**config.mk**
```make
export PLATFORM = sky130hd
export DESIGN_NAME = alu_operand_stage_flat
export DESIGN_NICKNAME = d
export VERILOG_FILES = /design/src/rtl/alu_operand_stage_if.sv /design/src/rtl/alu_operand_stage.sv /design/src/flat_wrapper.sv
export SDC_FILE = /design/constraint.sdc
export NUM_CORES = 1
export LEC_CHECK = 0
export CAP_MARGIN = 0
export CORE_ASPECT_RATIO = 1.1
export CORE_UTILIZATION = 45
export CTS_CLUSTER_SIZE = 24
export DETAILED_ROUTE_END_ITERATION = 16
export GPL_TIMING_DRIVEN = 0
export PLACE_DENSITY = 0.66
export SLEW_MARGIN = 5
export SYNTH_ARGS = -nofsm -noshare
export SYNTH_HDL_FRONTEND = slang
export SYNTH_SLANG_ARGS = --single-unit
```
**constraint.sdc**
```tcl
create_clock -name clk -period 6.4 [get_ports clk]
set_input_delay 1.28 -clock clk [delete_from_list [all_inputs] [get_ports clk]]
set_output_delay 1.28 -clock clk [all_outputs]
set_load 0.03 [all_outputs]
```
**src/rtl/alu_operand_stage_if.sv**
```systemverilog
`default_nettype none
// ============================================================================
//  Module      : alu_operand_stage_if
//  Description : Decode-to-operand-stage instruction bus (valid/ready plus
//                instruction fields). The master is the decode side and the
//                slave is the operand stage.
//  Revision    : 1.0 - initial release
// ============================================================================
interface alu_operand_stage_if #(
    parameter int NREGS = 8
);
    logic                     in_valid;
    logic                     in_ready;
    logic [2:0]               in_op;
    logic [$clog2(NREGS)-1:0] in_rd;
    logic [$clog2(NREGS)-1:0] in_ra;
    logic [$clog2(NREGS)-1:0] in_rb;
    logic                     in_use_imm;
    logic [15:0]              in_imm;
    logic                     in_wr_en;
    logic                     in_flags_en;

    modport master (
        output in_valid, in_op, in_rd, in_ra, in_rb,
               in_use_imm, in_imm, in_wr_en, in_flags_en,
        input  in_ready
    );

    modport slave (
        input  in_valid, in_op, in_rd, in_ra, in_rb,
               in_use_imm, in_imm, in_wr_en, in_flags_en,
        output in_ready
    );
endinterface
`default_nettype wire

```
**src/rtl/alu_operand_stage.sv**
```systemverilog
`default_nettype none
// ============================================================================
//  Module      : alu_operand_stage
//  Description : Operand-fetch / writeback stage around a combinational alu.
//                Holds the register file, forwards the in-flight result,
//                latches operands into the execute register and writes the
//                alu result and carry/zero flags back.
//  Revision    : 1.0 - initial release
// ============================================================================
module alu_operand_stage #(
    parameter int NREGS   = 8,
    parameter int R0_ZERO = 1
) (
    input  logic                     clk,
    input  logic                     rst,
    alu_operand_stage_if.slave       bus,
    input  logic                     hold,
    output logic [2:0]               alu_op,
    output logic [15:0]              alu_a,
    output logic [15:0]              alu_b,
    input  logic [15:0]              alu_out,
    input  logic                     alu_carry,
    input  logic                     alu_zero,
    output logic                     flag_c,
    output logic                     flag_z,
    input  logic [$clog2(NREGS)-1:0] dbg_addr,
    output logic [15:0]              dbg_data
);

    localparam int c_addr_w = $clog2(NREGS);

    logic [15:0]         r_regs [NREGS];
    logic                r_ex_valid;
    logic [c_addr_w-1:0] r_ex_rd;
    logic                r_ex_wr_en;
    logic                r_ex_flags_en;
    logic [2:0]          r_alu_op;
    logic [15:0]         r_alu_a;
    logic [15:0]         r_alu_b;
    logic                r_flag_c;
    logic                r_flag_z;

    logic                w_accept;
    logic                w_ex_writes;
    logic                w_retire;
    logic                w_wb_en;
    logic                w_ra_is_r0;
    logic                w_rb_is_r0;
    logic                w_fwd_a;
    logic                w_fwd_b;
    logic [15:0]         w_opnd_a;
    logic [15:0]         w_opnd_b;

    // Stall only from downstream; reset also blocks acceptance.
    assign bus.in_ready = ~hold & ~rst;
    assign w_accept     = bus.in_valid & bus.in_ready;

    // The ex instruction retires on any unheld edge; r0 writes are dropped
    // when r0 is hard-wired to zero.
    assign w_ex_writes = r_ex_valid & r_ex_wr_en;
    assign w_retire    = r_ex_valid & ~hold;
    assign w_wb_en     = w_retire & r_ex_wr_en &
                         ~((R0_ZERO != 0) && (r_ex_rd == '0));

    // Source operand selection: forwarding wins over the stale regfile copy,
    // except for a hard-wired r0 which always reads zero.
    assign w_ra_is_r0 = (R0_ZERO != 0) && (bus.in_ra == '0);
    assign w_rb_is_r0 = (R0_ZERO != 0) && (bus.in_rb == '0);
    assign w_fwd_a    = w_ex_writes && (r_ex_rd == bus.in_ra) && !w_ra_is_r0;
    assign w_fwd_b    = w_ex_writes && (r_ex_rd == bus.in_rb) && !w_rb_is_r0;

    assign w_opnd_a = w_fwd_a    ? alu_out :
                      w_ra_is_r0 ? 16'h0000 : r_regs[bus.in_ra];
    assign w_opnd_b = bus.in_use_imm ? bus.in_imm :
                      w_fwd_b        ? alu_out :
                      w_rb_is_r0     ? 16'h0000 : r_regs[bus.in_rb];

    // Execute register: load on accept, go idle otherwise; frozen under hold.
    always_ff @(posedge clk) begin
        if (rst) begin
            r_ex_valid    <= 1'b0;
            r_ex_rd       <= '0;
            r_ex_wr_en    <= 1'b0;
            r_ex_flags_en <= 1'b0;
            r_alu_op      <= 3'd0;
            r_alu_a       <= 16'h0000;
            r_alu_b       <= 16'h0000;
        end else if (!hold) begin
            if (w_accept) begin
                r_ex_valid    <= 1'b1;
                r_ex_rd       <= bus.in_rd;
                r_ex_wr_en    <= bus.in_wr_en;
                r_ex_flags_en <= bus.in_flags_en;
                r_alu_op      <= bus.in_op;
                r_alu_a       <= w_opnd_a;
                r_alu_b       <= w_opnd_b;
            end else begin
                r_ex_valid    <= 1'b0;
            end
        end
    end

    // Register file writeback of the retiring ex result.
    always_ff @(posedge clk) begin
        if (rst) begin
            for (int i = 0; i < NREGS; i++) begin
                r_regs[i] <= 16'h0000;
            end
        end else if (w_wb_en) begin
            r_regs[r_ex_rd] <= alu_out;
        end
    end

    // Architectural flags update from the retiring ex instruction.
    always_ff @(posedge clk) begin
        if (rst) begin
            r_flag_c <= 1'b0;
            r_flag_z <= 1'b0;
        end else if (w_retire && r_ex_flags_en) begin
            r_flag_c <= alu_carry;
            r_flag_z <= alu_zero;
        end
    end

    assign alu_op   = r_alu_op;
    assign alu_a    = r_alu_a;
    assign alu_b    = r_alu_b;
    assign flag_c   = r_flag_c;
    assign flag_z   = r_flag_z;
    assign dbg_data = r_regs[dbg_addr];

endmodule
`default_nettype wire
```
**src/flat_wrapper.sv**
```systemverilog
// flat-port wrapper written by rule: the top's interface ports become plain ports
module alu_operand_stage_flat 
#(
    parameter int NREGS   = 8,
    parameter int R0_ZERO = 1
)
  (clk, rst, hold, alu_op, alu_a, alu_b, alu_out, alu_carry, alu_zero, flag_c, flag_z, dbg_addr, dbg_data, bus_in_valid, bus_in_op, bus_in_rd, bus_in_ra, bus_in_rb, bus_in_use_imm, bus_in_imm, bus_in_wr_en, bus_in_flags_en, bus_in_ready);
  alu_operand_stage_if #(.NREGS(NREGS)) bus_i ();
  input  logic clk;
  input  logic rst;
  input  logic hold;
  output logic [2:0] alu_op;
  output logic [15:0] alu_a;
  output logic [15:0] alu_b;
  input  logic [15:0] alu_out;
  input  logic alu_carry;
  input  logic alu_zero;
  output logic flag_c;
  output logic flag_z;
  input  logic [$clog2(NREGS)-1:0] dbg_addr;
  output logic [15:0] dbg_data;
  input wire logic [$bits(bus_i.in_valid)-1:0] bus_in_valid;
  input wire logic [$bits(bus_i.in_op)-1:0] bus_in_op;
  input wire logic [$bits(bus_i.in_rd)-1:0] bus_in_rd;
  input wire logic [$bits(bus_i.in_ra)-1:0] bus_in_ra;
  input wire logic [$bits(bus_i.in_rb)-1:0] bus_in_rb;
  input wire logic [$bits(bus_i.in_use_imm)-1:0] bus_in_use_imm;
  input wire logic [$bits(bus_i.in_imm)-1:0] bus_in_imm;
  input wire logic [$bits(bus_i.in_wr_en)-1:0] bus_in_wr_en;
  input wire logic [$bits(bus_i.in_flags_en)-1:0] bus_in_flags_en;
  output wire logic [$bits(bus_i.in_ready)-1:0] bus_in_ready;
  assign bus_i.in_valid = bus_in_valid;
  assign bus_i.in_op = bus_in_op;
  assign bus_i.in_rd = bus_in_rd;
  assign bus_i.in_ra = bus_in_ra;
  assign bus_i.in_rb = bus_in_rb;
  assign bus_i.in_use_imm = bus_in_use_imm;
  assign bus_i.in_imm = bus_in_imm;
  assign bus_i.in_wr_en = bus_in_wr_en;
  assign bus_i.in_flags_en = bus_in_flags_en;
  assign bus_in_ready = bus_i.in_ready;
  alu_operand_stage #(.NREGS(NREGS), .R0_ZERO(R0_ZERO)) u_core (.clk(clk), .rst(rst), .bus(bus_i), .hold(hold), .alu_op(alu_op), .alu_a(alu_a), .alu_b(alu_b), .alu_out(alu_out), .alu_carry(alu_carry), .alu_zero(alu_zero), .flag_c(flag_c), .flag_z(flag_z), .dbg_addr(dbg_addr), .dbg_data(dbg_data));
endmodule
```
==> summary.md, run 1 <==
| Metric | Value |
|---|---|
| Status | `completed` |
| Layout Area Growth over Synthesis | `20.4%` |
| Routed len/inst | `22.6 um` |
| Post-route cell area | `12100 um^2` |
| Crit-path cells | `clkdlybuf4s50_1, clkbuf_1, mux4_2, mux2_2, clkdlybuf4s50_1` |
| Vias in the first global route | `6568` |
| Final setup margin | `1.19 ns` |
| YS warnings | `0` |
| Most used cell, CP | `clkdlybuf4s50_1` |
| FF+latch count, synth | `171` |
| Chip height | `159 um` |
| Final Instance Count excl. Fillers | `1170` |
| Synth area leaders | `edfxtp_1 (38%), mux4_2 (16%), dfxtp_1 (8.6%)` |
| RSZ-0062 raised after global routing | `false` |
| Post-synth top area share | `0.382` |
| Worst vdd ir | `124 uV` |
| Synth Area per Inst | `13.9 um^2` |
| Crit Reg-Reg Startpoint | `u_core.r_ex_valid` |
| Setup TNS | `0 ns` |
| Root Buffer | `clkbuf_16` |
| Crit Path Category | `in2out` |
| CORE AREA | `22000 um^2` |
| Count leader, synth | `and2_1` |
| Clock-pin slew on the worst setup and hold paths | `0.07 ns` |
| Die width | `145 um` |
| IO Port Bufs | `102` |
| Data required, critical path | `5.12 ns` |
| Crit Path Max Fanout | `10` |
| Initial DRC count | `551` |
| Via count | `6794` |
| All-Layer GR Usage | `0.240` |
| Fill cell count | `1796` |
| Clock tree sinks | `171` |
| Clock tree buffer depth | `2` |
| Area after DPL | `11500 um^2` |
| R2R depth | `5` |
| Detailed-route DRC error count | `0` |
| Setup Buffers After CTS | `0` |
| Fin. Hold Viols | `0` |
| Critical path depth | `5` |
| # setup viols final | `0` |
| Max_slew headroom | `0.202` |
| WL final | `26500 um` |
| Crit share post-route | `0.814` |
| Ys async rst share | `0` |
| Clk_lat worst skew | `0.43 ns` |
| Grt total ovfl | `0` |
| Initial Util | `0.457` |
| Worst Clk Skew | `0.00923 ns` |
| Post-synthesis cell count | `726` |
| P_leak | `4.38 nW` |
| Register area | `4700 um^2` |
| Final weighted congestion in routability-driven placement | `0.830` |
| TritonCTS buffer count | `17` |
| Die area | `23000 um^2` |
| Rows | `57` |
| First-pass GRT wire length | `40100 um` |
| Worst path buffer plus inverter count | `3` |
| Largest net degree at the start of global routing | `18` |
| IO Pins | `110` |
| Detailed placer's ending HPWL | `20000 um` |
| Ys flop type | `edfxtp_1` |
| Top Family by Delay on Critical Path | `buffers and inverters` |
| Pins Over Slew Limit | `0` |
| Crit path DAT | `3.93 ns` |
| R2r endpoint | `u_core.r_regs[3][6]` |
| Max_cap viols | `0` |
| Element type at the critical path start | `input pin` |
| Final nets | `918` |
| Post-route ant nets | `0` |
| Critical path startpoint | `dbg_addr[1]` |
| Final min period | `5.21 ns` |
| Post-synth EDFFs | `128` |
| CTS tree | `yes` |
| Via density | `5.81` |
| Layout cells sized above 1 | `0.234` |
| Pwr per Cell Area | `231 nW/um^2` |
| End of the critical path | `dbg_data[5]` |
| Slowest-stage cell, CP | `clkbuf_1` |
| CP endpoint kind | `output port` |
| R2R setup slack | `3.90 ns` |
| Sequential share of the synthesized area | `0.467` |
| Slowest cell delay on critical path | `0.64 ns` |
| # H-tree levels | `4` |
| Pre-CTS WS | `1.25 ns` |
| Worst slew pin tran | `1.20 ns` |
| Fmax | `192 MHz` |
| Multi-input gate area | `5090 um^2` |
| Drt pass-1 iters | `5` |
| Netlist cell types | `39` |
| Placed cell count | `1138` |
| Hold Path Class | `reg2reg` |
| Synth top cells by count | `and2_1 (129), edfxtp_1 (128), mux4_2 (72)` |
| Hold_buf cts | `0` |
| Leading area contributor after synthesis | `edfxtp_1` |
| Synthesized cell area | `10100 um^2` |
| Initial antenna violation count | `0` |
| Antenna cells | `0` |
| Resize count post-CTS | `0` |
## cell usage in the layout (no fill, tap or decap), types with 3 or more instances in the layout
master and n:
buf_12 3, mux4_1 24, and2_1 129, nand3b_1 10, clkdlybuf4s50_1 102, a221o_1 16, a21o_1 16, mux2_2 63
buf_6 3, dfxtp_1 43, clkbuf_16 17, nand4_1 16, nand2b_1 18, nand3_1 18, mux2i_1 4, inv_6 6
mux4_2 72, clkbuf_1 34, or2_2 7, conb_1 16, edfxtp_1 128, buf_2 20, o211ai_1 16, nand2_1 51
nor2_1 14
## how the worst min path moves through the flow
| stage | startpoint | slack [ns] | cells after the start | endpoint |
|---|---|---|---|---|
| after floorplan | u_core.r_ex_wr_en | 0.44 | 2 | u_core.r_ex_wr_en |
| after global placement | u_core.alu_op[0] | 0.46 | 2 | u_core.alu_op[0] |
| after detailed placement | u_core.r_ex_wr_en | 0.47 | 2 | u_core.r_ex_wr_en |
| after CTS | u_core.r_ex_wr_en | 0.47 | 2 | u_core.r_ex_wr_en |
| after global routing | u_core.r_ex_wr_en | 0.50 | 2 | u_core.r_ex_wr_en |
| final | u_core.r_ex_wr_en | 0.47 | 2 | u_core.r_ex_wr_en |
## where the power goes
group	switching [W]	total [W]	internal, W
combinational	0.000231	0.000452	0.000221
sequential	0.0000337	0.00127	0.00124
clock	0.000480	0.00107	0.000591
## layout make-up
type,instances,share of cell area
tap,295,0.0305
buffer,62,0.0275
sequential,171,0.388
multi-input combinational,508,0.420
timing repair buffer,102,0.0842
clock buffer,17,0.0351
clock inverter,15,0.0149
## logic make-up (layout without fill, tap and decap cells)
group / Yosys count / count (layout) / synth area share
AO/OA/AOI/OAI: 56 / 56 / 0.0462
multiplexers: 163 / 163 / 0.298
flip-flops: 171 / 171 / 0.467
XOR/XNOR: 4 / 4 / 0.00348
buffers and inverters: 62 / 196 / 0.0331
other: 1 / 16 / 0.000372
AND/OR/NAND/NOR: 269 / 269 / 0.151
## layer usage
| layer | global-route usage | vias to the layer above | wire length, um |
|---|---|---|---|
| met2 | 0.377 | 297 | 12500 |
| met1 | 0.346 | 3384 | 12100 |
| met5 | 0 | - | 0 |
| met3 | 0.0407 | 19 | 1620 |
| li1 | - | 3094 | - |
| met4 | 0.0555 | 0 | 226 |
## per-stage QoR
step | power, W | hold WS [ns] | utilization
final | 0.00279 | 0.471 | 0.550
after global routing | 0.00287 | 0.495 | 0.550
after CTS | 0.00280 | 0.474 | 0.550
after detailed placement | 0.00174 | 0.465 | 0.522
after global placement | 0.00174 | 0.461 | 0.522
after floorplan | 0.00157 | 0.445 | -
## worst min-delay path: stages (launching register included)
cell,delay (ns)
dfxtp_1,0.31
nand3b_1,0.07
nand2_1,0.05
## flip-flops by register name, indices dropped and copies added (netlist names)
register	count
u_core.r_regs	128
u_core.alu_op	3
u_core.flag_c	1
u_core.r_ex_valid	1
u_core.alu_b	16
u_core.r_ex_flags_en	1
u_core.r_ex_wr_en	1
u_core.flag_z	1
u_core.r_ex_rd	3
u_core.alu_a	16
No activity file was read; power rests on OpenSTA's default activity.
==> run 2, diff against run 1 <==
clock period = 5.3 ns   (was 6.4 ns; I/O delays follow)
==> results of run 2 <==
The final DEF is identical to that of run 1. Status: completed.
Among the figures that moved: setup slack after placement 1.25 ns -> 0.588 ns; setup slack after layout 1.19 ns -> 0.532 ns; register-to-register setup slack 3.90 ns -> 2.80 ns; total power 0.00279 W -> 0.00337 W; worst IR drop on VDD 124 uV -> 150 uV
==> run 3, diff against run 2 <==
CTS_CLUSTER_SIZE = 8   (was 24)
SETUP_SLACK_MARGIN = 0.02   (was not set)
==> results of run 3 <==
The final DEF is identical to that of run 1. Status: completed.
Among the figures that moved: setup slack after placement 1.25 ns -> 0.588 ns; setup slack after layout 1.19 ns -> 0.532 ns; register-to-register setup slack 3.90 ns -> 2.80 ns; total power 0.00279 W -> 0.00337 W; worst IR drop on VDD 124 uV -> 150 uV
